### config.mk
export PLATFORM = sky130hd
export DESIGN_NAME = cvxif_pau_arbiter
export DESIGN_NICKNAME = d
export VERILOG_FILES = /design/src/rtl/cvxif_pau_arbiter.sv
export SDC_FILE = /design/constraint.sdc
export NUM_CORES = 1
export LEC_CHECK = 0
export ABC_AREA = 0
export BUFFER_PORTS_ARGS = -buffer_cell sky130_fd_sc_hd__buf_4
export CAP_MARGIN = 20
export CORE_AREA = 2 2 165 167
export DETAILED_ROUTE_END_ITERATION = 7
export DIE_AREA = 0 0 167 169
export GPL_TIMING_DRIVEN = 0
export PLACE_DENSITY_LB_ADDON = 0.3
export SYNTH_ARGS = -nofsm -noshare
export SYNTH_HDL_FRONTEND = slang
export SYNTH_SLANG_ARGS = --single-unit
### constraint.sdc
create_clock -name clk -period 4.6 [get_ports clk]
set_clock_uncertainty 0.15 [all_clocks]
set_input_delay 0.69 -clock clk [delete_from_list [all_inputs] [get_ports clk]]
set_output_delay 0.69 -clock clk [all_outputs]
set_load 0.02 [all_outputs]
### src/rtl/cvxif_pau_arbiter.sv
// Two-requester CV-X-IF front end for a shared cvxif_pau: round-robin issue arbitration,
// register-channel lock to the issuing requester, and in-order result routing via an owner FIFO.
// Optional build macro PAU_ARB_PERF_EN adds grant/stall performance counters and a perf_clr input.
module cvxif_pau_arbiter #(
    parameter int OWN_DEPTH = 4,
    parameter int XLEN      = 32
) (
    input  logic            clk,
    input  logic            rst,

    input  logic            m0_issue_valid,
    output logic            m0_issue_ready,
    input  logic [XLEN-1:0] m0_issue_req_instr,
    output logic            m0_issue_resp_accept,
    output logic            m0_issue_resp_writeback,
    output logic [1:0]      m0_issue_resp_register_read,
    input  logic            m0_register_valid,
    output logic            m0_register_ready,
    input  logic [XLEN-1:0] m0_register_rs0,
    input  logic [XLEN-1:0] m0_register_rs1,
    input  logic [1:0]      m0_register_rs_valid,
    output logic            m0_result_valid,
    input  logic            m0_result_ready,
    output logic [XLEN-1:0] m0_result_data,

    input  logic            m1_issue_valid,
    output logic            m1_issue_ready,
    input  logic [XLEN-1:0] m1_issue_req_instr,
    output logic            m1_issue_resp_accept,
    output logic            m1_issue_resp_writeback,
    output logic [1:0]      m1_issue_resp_register_read,
    input  logic            m1_register_valid,
    output logic            m1_register_ready,
    input  logic [XLEN-1:0] m1_register_rs0,
    input  logic [XLEN-1:0] m1_register_rs1,
    input  logic [1:0]      m1_register_rs_valid,
    output logic            m1_result_valid,
    input  logic            m1_result_ready,
    output logic [XLEN-1:0] m1_result_data,

    output logic            p_issue_valid,
    output logic [XLEN-1:0] p_issue_req_instr,
    input  logic            p_issue_ready,
    input  logic            p_issue_resp_accept,
    input  logic            p_issue_resp_writeback,
    input  logic [1:0]      p_issue_resp_register_read,
    output logic            p_register_valid,
    output logic [XLEN-1:0] p_register_rs0,
    output logic [XLEN-1:0] p_register_rs1,
    output logic [1:0]      p_register_rs_valid,
    input  logic            p_register_ready,
    input  logic            p_result_valid,
    input  logic [XLEN-1:0] p_result_data,
    output logic            p_result_ready
`ifdef PAU_ARB_PERF_EN
    ,
    input  logic            perf_clr,
    output logic [31:0]     perf_grant0,
    output logic [31:0]     perf_grant1,
    output logic [31:0]     perf_stall
`endif
);

    localparam int            PW         = $clog2(OWN_DEPTH);
    localparam int            CW         = PW + 1;
    localparam logic [CW-1:0] FULL_COUNT = CW'(OWN_DEPTH);

    localparam logic [1:0] ST_ARB   = 2'd0;
    localparam logic [1:0] ST_ISSUE = 2'd1;
    localparam logic [1:0] ST_REG   = 2'd2;

    logic [1:0]           r_state;
    logic                 r_rr_ptr;
    logic                 r_gnt;
    logic [OWN_DEPTH-1:0] r_own;
    logic [PW-1:0]        r_wr_ptr;
    logic [PW-1:0]        r_rd_ptr;
    logic [CW-1:0]        r_count;

    logic w_in_issue;
    logic w_in_reg;
    logic w_full;
    logic w_empty;
    logic w_any_valid;
    logic w_pick;
    logic w_issue_hs;
    logic w_push;
    logic w_reg_valid;
    logic w_head;
    logic w_head_ready;
    logic w_pop;
    logic w_res_to0;
    logic w_res_to1;

    assign w_in_issue  = (r_state == ST_ISSUE);
    assign w_in_reg    = (r_state == ST_REG);
    assign w_full      = (r_count == FULL_COUNT);
    assign w_empty     = (r_count == '0);
    assign w_any_valid = m0_issue_valid | m1_issue_valid;
    // Preferred requester wins if valid, otherwise the other one (only used when w_any_valid).
    assign w_pick      = r_rr_ptr ? m1_issue_valid : ~m0_issue_valid;
    assign w_issue_hs  = w_in_issue & p_issue_ready;
    assign w_push      = w_issue_hs & p_issue_resp_accept & p_issue_resp_writeback;
    assign w_reg_valid = r_gnt ? m1_register_valid : m0_register_valid;

    assign w_head       = r_own[r_rd_ptr];
    assign w_head_ready = w_head ? m1_result_ready : m0_result_ready;
    assign w_pop        = ~w_empty & p_result_valid & w_head_ready;
    assign w_res_to0    = ~w_empty & ~w_head;
    assign w_res_to1    = ~w_empty &  w_head;

    // Issue ready is driven only from the registered grant, never from the requester's valid.
    assign p_issue_valid     = w_in_issue;
    assign p_issue_req_instr = {XLEN{w_in_issue}} & (r_gnt ? m1_issue_req_instr : m0_issue_req_instr);
    assign m0_issue_ready    = w_in_issue & ~r_gnt & p_issue_ready;
    assign m1_issue_ready    = w_in_issue &  r_gnt & p_issue_ready;

    assign m0_issue_resp_accept        = w_issue_hs & ~r_gnt & p_issue_resp_accept;
    assign m0_issue_resp_writeback     = w_issue_hs & ~r_gnt & p_issue_resp_writeback;
    assign m0_issue_resp_register_read = {2{w_issue_hs & ~r_gnt}} & p_issue_resp_register_read;
    assign m1_issue_resp_accept        = w_issue_hs &  r_gnt & p_issue_resp_accept;
    assign m1_issue_resp_writeback     = w_issue_hs &  r_gnt & p_issue_resp_writeback;
    assign m1_issue_resp_register_read = {2{w_issue_hs & r_gnt}} & p_issue_resp_register_read;

    assign p_register_valid    = w_in_reg & w_reg_valid;
    assign p_register_rs0      = {XLEN{w_in_reg}} & (r_gnt ? m1_register_rs0 : m0_register_rs0);
    assign p_register_rs1      = {XLEN{w_in_reg}} & (r_gnt ? m1_register_rs1 : m0_register_rs1);
    assign p_register_rs_valid = {2{w_in_reg}} & (r_gnt ? m1_register_rs_valid : m0_register_rs_valid);
    assign m0_register_ready   = w_in_reg & ~r_gnt & p_register_ready;
    assign m1_register_ready   = w_in_reg &  r_gnt & p_register_ready;

    assign m0_result_valid = w_res_to0 & p_result_valid;
    assign m1_result_valid = w_res_to1 & p_result_valid;
    assign m0_result_data  = {XLEN{w_res_to0}} & p_result_data;
    assign m1_result_data  = {XLEN{w_res_to1}} & p_result_data;
    assign p_result_ready  = ~w_empty & w_head_ready;

    // NOTE: state registers use non-blocking assignments so every flop samples pre-edge values.
    always_ff @(posedge clk or negedge rst) begin
        if (!rst) begin
            r_state  <= ST_ARB;
            r_rr_ptr <= 1'b0;
            r_gnt    <= 1'b0;
        end else begin
            case (r_state)
                ST_ARB: begin
                    if (!w_full && w_any_valid) begin
                        r_gnt   <= w_pick;
                        r_state <= ST_ISSUE;
                    end
                end
                ST_ISSUE: begin
                    if (p_issue_ready) begin
                        r_rr_ptr <= ~r_gnt;
                        if (p_issue_resp_accept && (p_issue_resp_register_read != 2'b00))
                            r_state <= ST_REG;
                        else
                            r_state <= ST_ARB;
                    end
                end
                ST_REG: begin
                    if (w_reg_valid && p_register_ready)
                        r_state <= ST_ARB;
                end
                default: r_state <= ST_ARB;
            endcase
        end
    end

    always_ff @(posedge clk or negedge rst) begin
        if (!rst) begin
            r_wr_ptr <= '0;
            r_rd_ptr <= '0;
            r_count  <= '0;
        end else begin
            if (w_push)
                r_wr_ptr <= r_wr_ptr + 1'b1;
            if (w_pop)
                r_rd_ptr <= r_rd_ptr + 1'b1;
            case ({w_push, w_pop})
                2'b10:   r_count <= r_count + 1'b1;
                2'b01:   r_count <= r_count - 1'b1;
                default: r_count <= r_count;
            endcase
        end
    end

    // NOTE: owner storage has no reset; r_count alone decides which entries are live.
    always_ff @(posedge clk) begin
        if (w_push)
            r_own[r_wr_ptr] <= r_gnt;
    end

`ifdef PAU_ARB_PERF_EN
    logic [31:0] r_perf_grant0;
    logic [31:0] r_perf_grant1;
    logic [31:0] r_perf_stall;
    logic        w_stall_cycle;

    assign w_stall_cycle = w_any_valid & (w_full | w_in_reg);
    assign perf_grant0   = r_perf_grant0;
    assign perf_grant1   = r_perf_grant1;
    assign perf_stall    = r_perf_stall;

    always_ff @(posedge clk or negedge rst) begin
        if (!rst) begin
            r_perf_grant0 <= '0;
            r_perf_grant1 <= '0;
            r_perf_stall  <= '0;
        end else if (perf_clr) begin
            r_perf_grant0 <= '0;
            r_perf_grant1 <= '0;
            r_perf_stall  <= '0;
        end else begin
            if (w_issue_hs && p_issue_resp_accept && !r_gnt)
                r_perf_grant0 <= r_perf_grant0 + 32'd1;
            if (w_issue_hs && p_issue_resp_accept && r_gnt)
                r_perf_grant1 <= r_perf_grant1 + 32'd1;
            if (w_stall_cycle)
                r_perf_stall <= r_perf_stall + 32'd1;
        end
    end
`endif

endmodule
==> run_results.csv, run 1 <==
group,metric,value,unit
outcome,status,"complete, no violations",
route,drt_wl_total,17980,um
route,drtPass1Iterations,4,
sta,fin_crit_sh,68.79,%
critical_path,slowest_stage,"dfrtp_1",
critical_path,end_kind,"output pin",
cells_and_area,mostFrequentLayoutCell,"buf_4",
sta,worst_pin_slew,0.4890,ns
route,drc_errors,0,
cells_and_area,fin_nets,1026,
yosys,synth-simple-area-share,27.81,%
global_route,grt_overflow,0,
sta,fmax,0.3160,GHz
floorplanning,die-area,28220,sq um
sta,maxSlewHeadroom,67.40,%
critical_path,setup.worst_path.start_class,"flip-flop",
route,num_vias,4182,
route,vias_per_cell,3.737,
yosys,ys_warn_count,0,
floorplanning,num_rows,60,
floorplanning,core_region_area,26500,sq um
critical_path,critPathKind,"flip-flop to output pin",
sta,slew_violations,0,
yosys,postSynthAreaPerCell,7.101,sq um
yosys,synth_seq_area_share,15.86,%
critical_path,crit_arrival,2.32,ns
clock_network,postCtsHoldBufs,0,
floorplanning,die_w,167,um
critical_path,r2r_slack,2.00,ns
power,ir_worst_vdd,239.0,uV
yosys,synth_compound_gate_area_share,24.95,%
yosys,yosysTopAreaCell,"a22o_1",
clock_network,insertion_delay,0.24,ns
yosys,synth_top_family_by_area,"simple AND/OR/NAND/NOR gates",
run,cap_violations,0,
power,powerDensity,467.6,nW/um^2
critical_path,r2r_cells,10,
placement,place_hpwl,16260,um
yosys,synth_cells,351,
critical_path,cp.required,3.76,ns
placement,gp_congestion,0.7749,
placement,io_buffer_count,421,
sta,grt_setup_unrepaired,"false",
clock_network,cts_setup_buffers,0,
route,ant_nets,0,
clock_network,ctsLongestPathBuffers,2,
global_route,grt_pass1_vias,4274,
placement,dp.cells,1113,
critical_path,crit_chain,"buf_4, inv_1, nor2_1, buf_2, buf_2, a22o_1, buf_4",
yosys,synth_top_area_share,23.19,%
clock_network,cts_buffers,3,
clock_network,cts_tree,"done",
floorplanning,initial_core_util,9.405,%
clock_network,htreeDepth,1,
hold_path,hold_class,"input pin to asynchronous set/reset pin",
route,drtIter0Drc,94,
global_route,grt_pass1_wl,25450,um
yosys,synthMuxAreaShare,18.07,%
yosys,ys_seq_elements,15,
clock_network,cts_sinks,15,
power,p_leak,0.003394,uW
floorplanning,ios,422,
yosys,synth-xor-area-share,1.757,%
sta,finalHoldViolCount,0,
sta,finalSetupViolCount,0,
yosys,synth_cell_types,33,
sta,hold_ws,0.1299,ns
yosys,synth_nets,600,
global_route,grt_usage,11.61,%
clock_network,post_cts_resized,0,
global_route,grt_max_degree,12,
route,post_drt_wl_per_cell,16.07,um
clock_network,cts.clk_slew.worst_paths,0.05,ns
cells_and_area,finalNonFillerCells,1119,
floorplanning,die_h,169,um
critical_path,worstPathMaxFanout,10,
cells_and_area,layout-drive-gt1-share,58.38,%
critical_path,crit_family,"buffers and inverters",
critical_path,r2r_start,"r_rd_ptr[1]",
sta,period_minus_slack,3.165,ns
cells_and_area,final_cell_mix,"422 x buf_4, 109 x nor2_1, 66 x a22o_1, 38 x mux2i_1, 34 x nand2_1",
yosys,synth_fa_ha_area_share,3.313,%
yosys,ys_top_cells_by_area,"a22o_1 23%, nor2_1 16%, mux2i_1 15%, dfrtp_1 11%, nand2_1 5.1%",
critical_path,cp_slowest_stage_delay,0.41,ns
critical_path,reg2reg_to,"r_count[2]",
cells_and_area,syn2layout_area_growth,147.3,%
yosys,synth_area,2492,sq um
cells_and_area,final_core_util,23.26,%
global_route,antenna_found_initial,3,
critical_path,critPathBufInv,5,
sta,final.setup.tns,0,ns
clock_network,cts_root_buf,"clkbuf_16",
==> how the worst max path moves through the flow <==
stage	start	endpoint	slack (ns)	cells after the start
after floorplan	r_state[1]	m1_issue_resp_accept	2.25	6
after detailed placement	r_gnt	p_register_rs1[26]	1.60	7
final	r_gnt	p_register_rs1[26]	1.44	7
after global placement	r_gnt	p_register_rs1[26]	1.59	7
after global routing	r_gnt	p_register_rs1[26]	1.19	7
after CTS	r_gnt	p_register_rs1[26]	1.34	7
==> routing by layer <==
layer / share of wire [%] / vias up / global-route usage (%)
li1: - / 2075 / -
met1: 38 / 1845 / 13.27
met2: 51 / 244 / 21.47
met3: 7.8 / 16 / 2.315
met4: 2.6 / 2 / 4.010
met5: 0.072 / - / 0
==> synth_stat cells, drive strengths merged <==
library cell,instances
nand2,34
ha,5
o2111ai,1
nor2b,1
clkbuf,12
edfxtp,4
a22o,66
nand2b,2
and3,2
or3,1
buf,22
nor3,2
xnor2,2
and4,1
nor3b,1
o21ai,2
mux2,3
a31oi,1
o2bb2ai,1
dfrtp,11
fa,1
mux2i,40
inv,8
nor2,109
and2,14
a21oi,2
xor2,3
==> through the flow <==
stage          worst slack (ns)  instance area [sq um]  power [uW]
4_1_cts                   1.342                   6160        2925
2_1_floorplan             2.247                   2492        1645
3_3_place_gp              1.587                   6080        2740
6_report                  1.435                   6165        2883
3_5_place_dp              1.601                   6080        2746
5_1_grt                   1.195                   6165        3092
==> power by group <==
part           leakage, uW  internal [uW]  switching, uW
combinational      0.00319           1060           1410
clock            0.0000409            116           52.6
sequential        0.000165            193           55.0
total              0.00339           1360           1520
==> cells by family (layout without fill, tap and decap cells) <==
| logic type | after synthesis | count (layout) |
|---|---|---|
| AO/OA/AOI/OAI | 73 | 73 |
| XOR/XNOR | 5 | 5 |
| adder cells (fa/ha/maj) | 6 | 6 |
| buffers and inverters | 42 | 467 |
| flip-flops | 15 | 15 |
| multiplexers | 43 | 43 |
| other | 0 | 2 |
| AND/OR/NAND/NOR | 167 | 167 |
==> registers in the layout, indices dropped and copies added, names as in the netlist <==
signal / flops
r_wr_ptr: 2
r_rr_ptr: 1
r_state: 2
r_rd_ptr: 2
r_own: 4
r_count: 3
r_gnt: 1
==> area by class of cell <==
class                           count  area [sq um]
Clock buffer                        3         75.07
Buffer                             34         175.2
Fill cell                        3012         20340
Inverter                            8         30.03
Sequential cell                    15         395.4
Antenna cell                        2         5.005
Multi-Input combinational cell    294          1892
Tap cell                          341         426.7
Clock inverter                      1         5.005
Timing Repair Buffer              421          3161
(Power assumes the default switching activity.)
==> run 2: changes to the inputs <==
Settings changed: ABC_AREA 0 to 1, CORE_AREA 2 2 165 167 to 2 2 162 164, DIE_AREA 0 0 167 169 to 0 0 164 166.
Clock period 4.6 ns to 2.86 ns, I/O delays scaled along.
==> run 2 against run 1 <==
Design area increased by 4.7%. Via count grew 17%. Global-route usage grew 1.4 points. Synthesized cell count increased by 40%. Routed wire length grew 6.8%. First-iteration DRC count is 47% higher. Clock power rose by 58%. Register-to-register slack got worse by 1.4 ns. Critical path depth decreased by 2. Non-clock buffer count up 1.
==> run_results.csv, run 2 <==
group,metric,value,unit
floorplanning,num_rows,59,
critical_path,crit_arrival,2.05,ns
route,post_drt_wl_per_cell,15.35,um
critical_path,slowest_stage,"clkbuf_1",
power,p_leak,0.003607,uW
power,switchingPower,3332,uW
global_route,grt_max_degree,12,
critical_path,end_kind,"output pin",
floorplanning,initial_core_util,10.86,%
critical_path,critPathBufInv,3,
hold_path,hold_class,"flip-flop to flip-flop",
critical_path,crit_family,"buffers and inverters",
yosys,postSynthAreaPerCell,5.679,sq um
clock_network,cts_tree,"done",
cells_and_area,antenna_cells,0,
cells_and_area,largestRegisters,"r_own (4), r_count (3)",
cells_and_area,finalNonFillerCells,1251,
route,vias_per_cell,3.916,
power,ir_worst_vdd,745.7,uV
global_route,grt_pass1_wl,27230,um
sta,maxSlewHeadroom,59.40,%
power,combPwrFrac,89.2,%
cells_and_area,syn2layout_area_growth,131.9,%
power,pwr-share-clk,4.6,%
cells_and_area,layout-drive-gt1-share,54.26,%
cells_and_area,largest_reg_flops,4,
cells_and_area,top_register,"r_own",
power,powerDensity,907.4,nW/um^2
critical_path,cp_slowest_stage_delay,0.49,ns
yosys,synth_cells,490,
critical_path,cp.required,2.28,ns
yosys,ys.flop_type,"dfrtp_1",
clock_network,insertion_delay,0.24,ns
sta,slew_violations,0,
cells_and_area,fill_cells,2933,
clock_network,cts_setup_buffers,0,
clock_network,cts_sinks,15,
floorplanning,die-area,27220,sq um
yosys,synth_area,2783,sq um
yosys,yosys.cell_count.top_type,"nand2_1",
global_route,antenna_found_initial,1,
global_route,grt_overflow,0,
run,cap_violations,0,
critical_path,worstPathMaxFanout,10,
hold_path,hold_depth,1,
outcome,status,"complete, no violations",
critical_path,r2r_cells,13,
route,ant_nets,0,
yosys,synth_cell_types,29,
power,p_int,2524,uW
clock_network,htreeDepth,1,
critical_path,setup.worst_path.start_class,"flip-flop",
critical_path,worst-path-stages,5,
clock_network,cts_root_buf,"clkbuf_16",
global_route,grt_pass1_vias,4769,
yosys,synth_commonest_cells,"153 x nand2_1, 70 x a21oi_1, 57 x inv_1, 53 x nor2_1, 33 x nor2_2",
clock_network,ctsLongestPathBuffers,2,
yosys,synth_seq_area_share,14.21,%
placement,io_buffer_count,421,
yosys,yosysTopAreaCell,"nand2_1",
power,seqPwrFrac,6.2,%
sta,finalHoldViolCount,0,
floorplanning,ios,422,
sta,fmax,0.3797,GHz
yosys,synth_edf_count,4,
hold_path,holdCritStartpoint,"r_count[0]",
global_route,grt_usage,12.99,%
power,switching_share,56.90,%
clock_network,cts_buffers,3,
placement,place_hpwl,16950,um
route,drtPass1Iterations,4,
yosys,ys_seq_elements,15,
floorplanning,die_w,164,um
sta,fin_crit_sh,92.10,%
critical_path,r2r_start,"r_rd_ptr[0]",
sta,worst_pin_slew,0.6090,ns
yosys,ys_top_cells_by_area,"nand2_1 21%, a21oi_1 13%, a22o_1 10%, dfrtp_1 9.9%, inv_1 7.7%",
sta,final.setup.tns,0,ns
critical_path,cpMostUsedCell,"buf_4",
sta,grt_setup_unrepaired,"false",
sta,finalSetupViolCount,0,
yosys,ys_warn_count,0,
cells_and_area,mostFrequentLayoutCell,"buf_4",
clock_network,cts.clk_slew.worst_paths,0.05,ns
critical_path,crit_chain,"buf_4, clkbuf_1, nand2_1, a21oi_1, buf_4",
sta,period_minus_slack,2.634,ns
route,drc_errors,0,
critical_path,critPathKind,"flip-flop to output pin",
yosys,synth_nets,739,
route,drt_wl_total,19200,um
floorplanning,core_region_area,25620,sq um
cells_and_area,final_cell_mix,"427 x buf_4, 153 x nand2_1, 70 x a21oi_1, 57 x inv_1, 53 x nor2_1",
route,drtIter0Drc,138,
placement,gp_congestion,0.8032,
floorplanning,die_h,166,um
placement,dp.cells,1246,
route,num_vias,4899,
critical_path,worstSetupStartpoint,"r_gnt",
cells_and_area,fin_nets,1166,
yosys,async_flop_share,73.33,%
yosys,synth_top_area_share,20.64,%
run 2: cell types whose count changed after synthesis, sizes merged, moves of 5 or more:
cell and delta:
nand3 +12, o21ai +5, and2 -13, a21oi +68, mux2i -40, nor2 -22, nand2 +122, a22o -34
inv +53
run 2: cells by family (layout without fill, tap and decap cells):
| kind of cell | Yosys count | in the layout | share of synthesized area (%) |
|---|---|---|---|
| AND/OR/NAND/NOR | 262 | 262 | 41.50 |
| adder cells (fa/ha/maj) | 6 | 6 | 2.968 |
| XOR/XNOR | 3 | 3 | 0.9444 |
| AO/OA/AOI/OAI | 109 | 109 | 23.92 |
| flip-flops | 15 | 15 | 14.21 |
| buffers and inverters | 95 | 521 | 16.46 |
run 2: worst paths after layout:
kind | end | slack, ns
worst max-delay path | p_register_rs1[1] | 0.23
worst max register to register | r_count[2] | 0.59
max in group asynchronous | r_rd_ptr[0] | 1.98
worst min-delay path | r_count[0] | 0.32
min in group asynchronous | r_count[2] | 0.43
worst min register to register | r_count[0] | 0.32
run 2: repair_timing:
action	CTS	global route
setup endpoints to repair	0	1
endpoints found under the hold margin	11	0
hold buffers	1	0
resized for setup	0	2
run 2: cell type report:
class                           count  area (sq um)  share of cell area, %
Inverter                           61         229.0                  3.549
Clock buffer                        4         78.83                  1.222
Tap cell                          335         419.2                  6.496
Multi-Input combinational cell    380          1929                  29.90
Buffer                             34         230.2                  3.568
Timing Repair Buffer              422          3171                  49.14
Sequential cell                    15         395.4                  6.128
run 2: power groups by stage:
| stage | Sequential [uW] | Clock, uW | Combinational (uW) |
|---|---|---|---|
| final | 365 | 267 | 5220 |
| after global routing | 378 | 286 | 5640 |
| after CTS | 368 | 276 | 5300 |
| after detailed placement | 370 | 0 | 5280 |
| after global placement | 369 | 0 | 5300 |
| after floorplan | 358 | 0 | 3030 |
run 2: metrics by stage:
| stage | instance area (sq um) | hold slack, ns | setup slack, ns | utilization (%) | power, uW |
|---|---|---|---|---|---|
| floorplan | 2783 | -0.01659 | 0.7614 | - | 3390 |
| global placement | 6362 | 0.1239 | 0.2899 | 24.84 | 5665 |
| detailed placement | 6362 | 0.1256 | 0.3234 | 24.84 | 5653 |
| CTS | 6451 | 0.3236 | 0.04754 | 25.18 | 5943 |
| global route | 6452 | 0.3513 | 0.1069 | 25.19 | 6305 |
| finish | 6452 | 0.3198 | 0.2260 | 25.19 | 5855 |
run 2: layer usage:
layer / routed length, um / global-route usage (%) / up-vias
li1: - / - / 2397
met1: 6987 / 13.98 / 2169
met2: 9834 / 24.68 / 299
met3: 1740 / 2.622 / 32
met4: 629 / 4.691 / 2
met5: 12 / 0 / -
run 2: worst reg2reg max path, cell delays in order (launching register included):
cell,delay (ns)
dfrtp_1,0.40
inv_2,0.09
nand2_1,0.06
nand3_2,0.13
nand2_4,0.09
nand2_1,0.09
nand3_1,0.10
inv_1,0.08
ha_1,0.13
inv_1,0.06
fa_1,0.37
a21oi_1,0.14
o21ai_0,0.11
xor2_1,0.15
==> run 3: changes to the inputs <==
Settings changed: ABC_AREA 1 to 0, CORE_AREA 2 2 162 164 to 2 2 165 167, DIE_AREA 0 0 164 166 to 0 0 167 169.
==> run 3 against run 2 <==
Fmax decreased by 2.8%. Design area decreased by 4.1%. Register-to-register slack got worse by 0.33 ns. First-iteration DRC count decreased by 25%. Power decreased by 21%. Via count decreased by 14%. Sequential share of layout area increased by 0.26 points. Non-clock buffer count unchanged. Cell count decreased by 10%. Global-route usage decreased by 1.4 points. Critical path depth increased by 1. Flip-flop and latch count unchanged. Critical path type unchanged. Largest power group unchanged. Highest routed layer unchanged.
==> run_results.csv, run 3 (synthesis results as in run 1) <==
group,metric,value,unit
outcome,status,"complete, no violations",
route,wl_met3,1395,um
hold_path,hold_class,"flip-flop to flip-flop",
clock_network,htreeDepth,1,
sta,final.setup.tns,0,ns
critical_path,critPathKind,"flip-flop to output pin",
critical_path,cp.required,2.28,ns
route,dr.max_layer_used,"met5",
clock_network,cts.clk_slew.worst_paths,0.05,ns
critical_path,crit_chain,"nand2b_1, nor2_2, buf_2, buf_2, a22o_1, buf_4",
floorplanning,die-area,28220,sq um
floorplanning,core_region_area,26500,sq um
clock_network,cts_buffers,3,
floorplanning,ios,422,
route,num_vias,4191,
clock_network,cts_tree,"done",
placement,io_buffer_count,421,
sta,period_minus_slack,2.709,ns
sta,grt_setup_unrepaired,"false",
route,post_drt_wl_per_cell,16.05,um
cells_and_area,syn2layout_area_growth,148.2,%
power,powerDensity,752.2,nW/um^2
sta,worst_pin_slew,0.4998,ns
run,cap_violations,0,
sta,finalSetupViolCount,0,
cells_and_area,layout-drive-gt1-share,58.56,%
global_route,grt_pass1_wl,25460,um
global_route,grt_overflow,0,
critical_path,worstPathMaxFanout,10,
clock_network,insertion_delay,0.24,ns
critical_path,critPathBufInv,3,
critical_path,worstSetupStartpoint,"r_state[0]",
sta,fmax,0.3691,GHz
cells_and_area,largestRegisters,"r_own (4), r_count (3)",
clock_network,cts_root_buf,"clkbuf_16",
critical_path,r2r_start,"r_rd_ptr[1]",
critical_path,end_kind,"output pin",
floorplanning,num_rows,60,
placement,place_hpwl,16260,um
critical_path,cp_slowest_stage_delay,0.40,ns
placement,gp_congestion,0.7749,
critical_path,slowest_stage,"dfrtp_1",
global_route,grt_usage,11.61,%
global_route,grt_max_degree,12,
floorplanning,initial_core_util,9.405,%
route,drc_errors,0,
sta,maxSlewHeadroom,66.68,%
route,drt-met1-wl,6840,um
power,fin_total_pwr,4654,uW
critical_path,crit_family,"buffers and inverters",
cells_and_area,mostFrequentLayoutCell,"buf_4",
power,p_leak,0.003397,uW
sta,finalHoldViolCount,0,
route,drtIter0Drc,104,
route,drt_wl_total,17980,um
route,drtPass1Iterations,4,
sta,hold_ws,0.3228,ns
cells_and_area,top_register,"r_own",
floorplanning,die_w,167,um
clock_network,cts_sinks,15,
sta,fin_crit_sh,94.72,%
cells_and_area,final_cell_mix,"422 x buf_4, 107 x nor2_1, 66 x a22o_1, 38 x mux2i_1, 34 x nand2_1",
route,wl_met2,9254,um
clock_network,cts_setup_buffers,0,
critical_path,cpMostUsedCell,"buf_2",
cells_and_area,largest_reg_flops,4,
floorplanning,die_h,169,um
critical_path,setup.worst_path.start_class,"flip-flop",
route,vias_per_cell,3.742,
cells_and_area,fin_nets,1027,
sta,slew_violations,0,
clock_network,ctsLongestPathBuffers,2,
global_route,antenna_found_initial,3,
hold_path,holdCritStartpoint,"r_state[1]",
route,ant_nets,0,
critical_path,crit_arrival,2.13,ns
global_route,grt_pass1_vias,4280,
power,ir_worst_vdd,385.5,uV
## run 3: cell count changes in the layout (fill, tap and decap cells not counted), moves of 5 or more
cell / change
a21oi_1: -68
a22o_1: +34
and2_1: +13
buf_2: +7
buf_4: -5
buf_6: -6
inv_1: -50
mux2i_1: +38
nand2_1: -119
nand3_1: -8
nor2_1: +54
nor2_2: -32
o21ai_0: -5
## run 3: timing repair
item                       in CTS  in global routing
hold buffers                    1                  0
gates resized for setup         2                  2
hold endpoints to repair       11                  0
setup endpoints to repair      34                 32
## run 3: cell type report
class | count | area, sq um
fillers | 3010 | 20310
repair buffers | 422 | 3171
multi-input cells | 294 | 1902
well taps | 341 | 426.7
flip-flops and latches | 15 | 395.4
plain buffers | 34 | 177.7
clock buffers | 3 | 75.07
inverters | 8 | 30.03
clock inverters | 1 | 5.005
diodes | 2 | 5.005
## run 3: worst paths after layout
path / endpoint / slack, ns / cells past startpoint
max in group asynchronous: r_rr_ptr / 1.95 / 2
hold reg to reg: r_state[0] / 0.32 / 1
hold / removal: r_state[0] / 0.32 / 1
setup / recovery: p_register_rs1[26] / 0.15 / 6
min in group asynchronous: r_count[2] / 0.45 / 2
setup reg to reg: r_count[2] / 0.26 / 10
## run 3: where the power goes
group	switching (uW)	internal (uW)
combinational	2280	1700
sequential	89.9	310
clock	84.5	186
total	2460	2200
## run 3: layer usage
metal,GRT usage [%],vias up
li1,-,2076
met1,13.27,1851
met2,21.47,246
met3,2.315,16
met4,4.010,2
met5,0,-
## run 3: through the flow
| stage | setup slack [ns] | utilization, % | cell area (sq um) | std cells |
|---|---|---|---|---|
| 5_1_grt | 0.005178 | 23.35 | 6187 | 1120 |
| 6_report | 0.1510 | 23.35 | 6187 | 1120 |
| 3_5_place_dp | 0.1217 | 22.94 | 6080 | 1113 |
| 3_3_place_gp | 0.1078 | 22.94 | 6080 | 1113 |
| 4_1_cts | 0.004077 | 23.30 | 6175 | 1118 |
| 2_1_floorplan | 0.5325 | - | 2492 | 351 |
